===== src/rtl/cdc_pkg.sv =====
// Shared constants for the bus-crossing launcher: state encodings and
// legal parameter ranges.
package cdc_pkg;

    localparam logic [1:0] IDLE    = 2'd0;
    localparam logic [1:0] SETUP   = 2'd1;
    localparam logic [1:0] REQ     = 2'd2;
    localparam logic [1:0] RELEASE = 2'd3;

    localparam int unsigned ACK_STAGES_MIN   = 2;
    localparam int unsigned ACK_STAGES_MAX   = 4;
    localparam int unsigned SETUP_CYCLES_MIN = 1;
    localparam int unsigned SETUP_CYCLES_MAX = 15;

endpackage


===== src/rtl/cdc_bus_launcher_ack_sync.sv =====
// Single-bit multi-flop synchronizer for handshake lines returning from
// another clock domain; clears to 0 on synchronous reset.
module ack_sync #(
    parameter int unsigned STAGES = 2
) (
    input  logic CLK,
    input  logic RST,
    input  logic D,
    output logic Q
);

    logic [STAGES-1:0] chain;

    always_ff @(posedge CLK) begin
        if (RST) begin
            chain <= '0;
        end else begin
            chain <= {chain[STAGES-2:0], D};
        end
    end

    assign Q = chain[STAGES-1];

endmodule


===== src/rtl/cdc_bus_launcher.sv =====
// Source-domain launcher: captures a word, holds it on TX_DATA and runs a
// 4-phase req/ack handshake against a synchronized RX_ACK.
module cdc_bus_launcher
    import cdc_pkg::*;
#(
    parameter int unsigned BUS_WIDTH    = 8,
    parameter int unsigned ACK_STAGES   = 2,
    parameter int unsigned SETUP_CYCLES = 1
) (
    input  logic                 CLK,
    input  logic                 RST,
    input  logic [BUS_WIDTH-1:0] SRC_DATA,
    input  logic                 SRC_VALID,
    output logic                 SRC_READY,
    output logic [BUS_WIDTH-1:0] TX_DATA,
    output logic                 TX_REQ,
    input  logic                 RX_ACK,
    output logic                 BUSY,
    output logic                 DONE
);

    generate
        if (ACK_STAGES < ACK_STAGES_MIN || ACK_STAGES > ACK_STAGES_MAX ||
            SETUP_CYCLES < SETUP_CYCLES_MIN || SETUP_CYCLES > SETUP_CYCLES_MAX) begin : g_bad_param
            $error("cdc_bus_launcher: ACK_STAGES or SETUP_CYCLES out of range");
        end
    endgenerate

    // Preloading SETUP_CYCLES (not minus one) keeps TX_REQ rising exactly
    // SETUP_CYCLES+1 edges after the accept edge.
    localparam logic [3:0] SETUP_LOAD = 4'(SETUP_CYCLES);

    logic [1:0] state;
    logic [3:0] cnt;
    logic       ack_s;

    ack_sync #(.STAGES(ACK_STAGES)) u_ack_sync (
        .CLK (CLK),
        .RST (RST),
        .D   (RX_ACK),
        .Q   (ack_s)
    );

    assign SRC_READY = (state == IDLE) && !ack_s;
    assign BUSY      = (state != IDLE);

    always_ff @(posedge CLK) begin
        if (RST) begin
            state   <= IDLE;
            cnt     <= '0;
            TX_DATA <= '0;
            TX_REQ  <= 1'b0;
            DONE    <= 1'b0;
        end else begin
            DONE <= 1'b0;
            case (state)
                IDLE: begin
                    if (SRC_VALID && SRC_READY) begin
                        TX_DATA <= SRC_DATA;
                        cnt     <= SETUP_LOAD;
                        state   <= SETUP;
                    end
                end
                SETUP: begin
                    if (cnt == 4'd0) begin
                        TX_REQ <= 1'b1;
                        state  <= REQ;
                    end else begin
                        cnt <= cnt - 4'd1;
                    end
                end
                REQ: begin
                    if (ack_s) begin
                        TX_REQ <= 1'b0;
                        state  <= RELEASE;
                    end
                end
                default: begin
                    if (!ack_s) begin
                        DONE  <= 1'b1;
                        state <= IDLE;
                    end
                end
            endcase
        end
    end

endmodule


===== config.mk =====
export PLATFORM = sky130hd
export DESIGN_NAME = cdc_bus_launcher
export DESIGN_NICKNAME = d
export VERILOG_FILES = /design/src/rtl/cdc_pkg.sv /design/src/rtl/cdc_bus_launcher_ack_sync.sv /design/src/rtl/cdc_bus_launcher.sv
export SDC_FILE = /design/constraint.sdc
export NUM_CORES = 1
export LEC_CHECK = 0
export ABC_AREA = 1
export BUFFER_PORTS_ARGS = -buffer_cell sky130_fd_sc_hd__buf_2
export CORE_MARGIN = 10
export CORE_UTILIZATION = 30
export DETAILED_ROUTE_END_ITERATION = 8
export GPL_TIMING_DRIVEN = 0
export SYNTH_ARGS = -nofsm -noshare
export SYNTH_HDL_FRONTEND = slang
export SYNTH_SLANG_ARGS = --single-unit

===== constraint.sdc =====
create_clock -name CLK -period 1.55 [get_ports CLK]
set_clock_uncertainty 0.2 [all_clocks]
set_input_delay 0.2325 -clock CLK [delete_from_list [all_inputs] [get_ports CLK]]
set_output_delay 0.2325 -clock CLK [all_outputs]
set_load 0.05 [all_outputs]

=== Word level (Yosys, flattened, before mapping) ===
Cells that the tools add are included.

* Flip-flop bits (word level): 18

* Add/sub/neg operators: 1
* Equal/unequal tests: 7
* Muxes and demuxes: 12
* Reduce and logical (&&, ||, !) cells: 13

{| class="wikitable"
|+ Operators with widths
! operator !! number
|-
| $mux W2 || 4
|-
| $mux W4 || 2
|-
| $pmux W4 S2 || 1
|-
| $pmux W2 S3 || 1
|-
| $reduce_and A3 Y1 || 2
|-
| $reduce_bool A2 Y1 || 3
|-
| $logic_not A4 Y1 || 1
|-
| $ne A2 B1 Y1 const B || 2
|-
| $ne A2 B2 Y1 const B || 2
|-
| $ne A4 B4 Y1 const B || 1
|-
| $reduce_and A4 Y1 || 1
|-
| $reduce_or A4 Y1 || 1
|-
| $sub A4 B1 Y4 const B || 1
|-
| $mux W1 || 3
|-
| $eq A2 B1 Y1 const B || 1
|-
| $eq A2 B2 Y1 const B || 1
|-
| $logic_and A1 B1 Y1 || 2
|-
| $logic_not A2 Y1 || 1
|-
| $pmux W1 S2 || 1
|-
| $reduce_and A2 Y1 || 1
|-
| $logic_not A1 Y1 || 1
|}

=== Depth between registers and ports, before layout ===
* Depth in word-level cells: 5
* Mapped depth: 9

=== Modules after synthesis ===
Synthesis repeated with hierarchy kept, for this count alone.

* Cells, all modules: 127
* Area, all modules: 913.4 um^2

{| class="wikitable"
|+ By module, submodules not included
! module !! times used !! cells each !! area each (um^2) !! seq. area each (um^2)
|-
| cdc_bus_launcher || 1 || 121 || 858.3 || 320.3
|-
| ack_sync || 1 || 6 || 55.1 || 40.0
|}

=== Least setup slack after synthesis ===
OpenSTA, ideal clock, no wires.

* Path kind: register -> register
* Start: register state[0]
* End: register TX_DATA[0]
* Arrival: 1,337 ps
* Required time: 1,218 ps
* Slack: -119 ps
* Cell stages (with the launch flop): 8
* Buffers on the path: 0
* Clock period less this slack: 1,669 ps
* Cells stage by stage: dfxtp_1 > inv_1 > ha_1 > inv_4 > nor2_8 > nand2_4 > nand2_1 > a21oi_1

* Longest elaborated chain between the ends: 4

{| class="wikitable"
|+ RTL lines
! item !! RTL line !! RTL
|-
| start, declared || cdc_bus_launcher.sv:33 || <nowiki>logic [1:0] state;</nowiki>
|-
| start signal, assigned || cdc_bus_launcher.sv:49 || <nowiki>state <= IDLE;</nowiki>
|-
| start signal, assigned || cdc_bus_launcher.sv:61 || <nowiki>state <= SETUP;</nowiki>
|-
| start signal, assigned || cdc_bus_launcher.sv:67 || <nowiki>state <= REQ;</nowiki>
|-
| $logic_not A2 Y1 || cdc_bus_launcher.sv:44 || <nowiki>assign SRC_READY = (state == IDLE) && !ack_s;</nowiki>
|-
| $logic_and A1 B1 Y1 || cdc_bus_launcher.sv:44 ||
|-
| net SRC_READY || cdc_bus_launcher.sv:14 || <nowiki>output logic SRC_READY,</nowiki>
|-
| $logic_and A1 B1 Y1 || cdc_bus_launcher.sv:58 || <nowiki>if (SRC_VALID && SRC_READY) begin</nowiki>
|-
| $reduce_and A2 Y1 (no line) || n/a ||
|-
| end signal, assigned || cdc_bus_launcher.sv:51 || <nowiki>TX_DATA <= '0;</nowiki>
|-
| end signal, assigned || cdc_bus_launcher.sv:59 || <nowiki>TX_DATA <= SRC_DATA;</nowiki>
|-
| end, declared || cdc_bus_launcher.sv:15 || <nowiki>output logic [BUS_WIDTH-1:0] TX_DATA,</nowiki>
|}

The timed path passes the listed nets, and every way through them passes these cells.
A chain may end at the register's enable or synchronous reset.

=== Final worst setup path ===
* Start: register state[0]
* End: output port SRC_READY

* Longest elaborated chain between the ends: 2

{| class="wikitable"
|+ RTL lines
! item !! RTL line
|-
| $logic_not A2 Y1 || cdc_bus_launcher.sv:44
|-
| $logic_and A1 B1 Y1 || cdc_bus_launcher.sv:44
|-
| end, declared || cdc_bus_launcher.sv:14
|}

No other way between the ends.

==> metrics.yaml <==
post-route-period-util_pct: 103
r2r_slack_ns: 0.07
synthCells: 126
max_slew.worst_pin.slew_ns: 0.461
grtUsageTotal_pct: 8.67
violations: "negative setup slack"
syn_area_per_cell_um2: 7.43
cp_max_fo: 3
clkSinkCount: 18
met2_usage_pct: 15.0
portBuffers: 23
final_nets: 183
place_hpwl_mm: 1.70
globalRoute.totalOverflow: 0
cp_slowest_cell: "dfxtp_2"
core_um2: 3030
clk_latency_ns: 0.29
rows: 20
antenna_cells: 0
drt-initial-drc-count: 32
finalWorstSetupSlack_ns: -0.0517
die_area_um2: 5750
die_h_um: 75.9
syn2layout_area_growth_pct: 41.4
synthTopCellsByArea: "dfxtp_1 (39%), nand2_1 (9.6%), nand3_1 (8.0%)"
whs_ns: 0.00159
rsz0062_at_grt: "true"
fin_setup_tns_ns: -0.0517
yosysTopAreaCellShare_pct: 38.5
max_cap_violations: 0
synth-seq-cells: 18
irDropWorstVdd_mv: 1.17
slew_violations: 0
multi_input_area_um2: 538
crit_buf_inv: 3
grt_util_met1_pct: 9.22
arrival_ns: 1.17
crit_path_end_kind: "primary output"
yosysTopAreaCell: "dfxtp_1"
die_w_um: 75.9
synth.distinct_cells: 22
hold_class: "input pin to flop"
drt_wl_total_mm: 2.30
seq_area_um2: 363
cts-buffers-inserted: 3
root_buffer: "clkbuf_4"
via_per_inst: 4.33
use_met3_pct: 4.04
hold_violations: 0
crit_chain: "inv_2, ha_4, inv_6, nor2_8, buf_8"
ys_warn_count: 0
p_leak_nw: 0.605
grt_max_degree: 11
drive_above_1_share_pct: 38.8
grt_pass1_vias: 957
postRouteAntennaNets: 0
status: "finished, violations left"
total_power_mw: 2.57
top_usage_layer: "met2"
min_period_ns: 1.60
initial_core_util_pct: 30.9
nFillCells: 298
worstSetupStartpointType: "flop"
dp_slack_ns: -0.0792
pin_count: 24
setup_violations: 1
fin_util_pct: 43.7
cts.reportedPaths.clkPinSlew_ns: 0.12
cts_max_level: 1
crit_family: "flip-flops"
clock_path_buffers: 2
cts_tree: "done"
seq_area_frac_synth_pct: 38.5
critPathKind: "flop to primary output"
grt_pass1_wl_mm: 3.95
powerDensity_nw_per_um2: 1940
wl_per_cell_um: 11.0
syn_area_um2: 936
slowest_delay_ns: 0.35
antenna_found_initial: 0
firstDrtPassIters: 4
required_ns: 1.12
syn-num-nets: 143
relSlewSlack_pct: 69.3
route.vias.total: 905
timing.fmax_mhz: 624
place.gp.congestion: 0.803
post-route-drc-count: 0
==> where the power goes <==
group	leakage [nW]	internal [mW]	switching (mW)	total, mW
sequential	0.148	0.581	0.0649	0.645
clock	0.0210	0.143	0.160	0.303
combinational	0.435	0.611	1.01	1.62
total	0.605	1.33	1.24	2.57
==> state kept, by name (all words and copies together) (netlist names) <==
register          flops
cnt                   4
TX_DATA               8
DONE                  1
TX_REQ                1
state                 2
u_ack_sync.chain      2
==> cell type report <==
type	instances	area share, %
multi-input cells	87	40.6
plain buffers	3	1.51
flip-flops and latches	18	27.4
inverters	18	5.86
well taps	44	4.16
repair buffers	35	17.7
clock buffers	4	2.74
==> what timing repair did <==
item                       CTS  global route
hold buffers                 5             0
setup endpoints to repair    7             8
buffers inserted             7             0
pin swaps                    2             4
hold endpoints to repair     6             0
gates resized for setup     10            16
==> cell families after synthesis <==
kind of cell / share of synthesized area [%]
simple gates: 33.2
buf+inv: 9.62
compound gates: 12.0
flops: 38.5
fa+ha+maj: 6.68
==> worst min-delay path, stage by stage <==
cell and delay (ns):
buf_2 0.10, nand3_1 0.07, a21oi_1 0.06
==> metrics by stage <==
stage          instance area [um^2]  std cells
6_report                       1320        209
5_1_grt                        1320        209
4_1_cts                        1280        209
3_5_place_dp                   1120        193
3_3_place_gp                   1120        193
2_1_floorplan                   951        126
==> cell usage in the layout, fill, tap and decap left out, types with 2 or more instances in the layout <==
cell	n
nand2_1	22
a21oi_1	14
dfxtp_2	2
clkbuf_4	3
inv_2	4
dlygate4sd3_1	5
buf_4	7
nor2_2	5
inv_4	2
buf_2	22
ha_4	3
nor2_1	11
inv_1	11
nand2_2	5
nand3_1	15
dfxtp_1	16
buf_6	2
==> layer usage <==
layer,share of wire (%),vias up
met2,48,19
met3,9.3,2
met5,0,-
met4,0.26,0
li1,-,481
met1,42,403
==> worst paths after layout <==
path | from | endpoint | cells past startpoint
worst min-delay path | SRC_DATA[7] | TX_DATA[7] | 3
worst min register to register | u_ack_sync.chain[0] | u_ack_sync.chain[1] | 2
worst max-delay path | state[0] | SRC_READY | 5
worst max register to register | state[1] | state[1] | 9
==> Yosys cell counts, drive strengths merged <==
cell,instances
a21oi,15
buf,2
clkbuf,1
dfxtp,18
ha,5
inv,18
nand2,28
nand3,16
nand4,1
nor2,17
nor4,1
o21ai,3
o21bai,1
No activity file was read; power rests on OpenSTA's default activity.
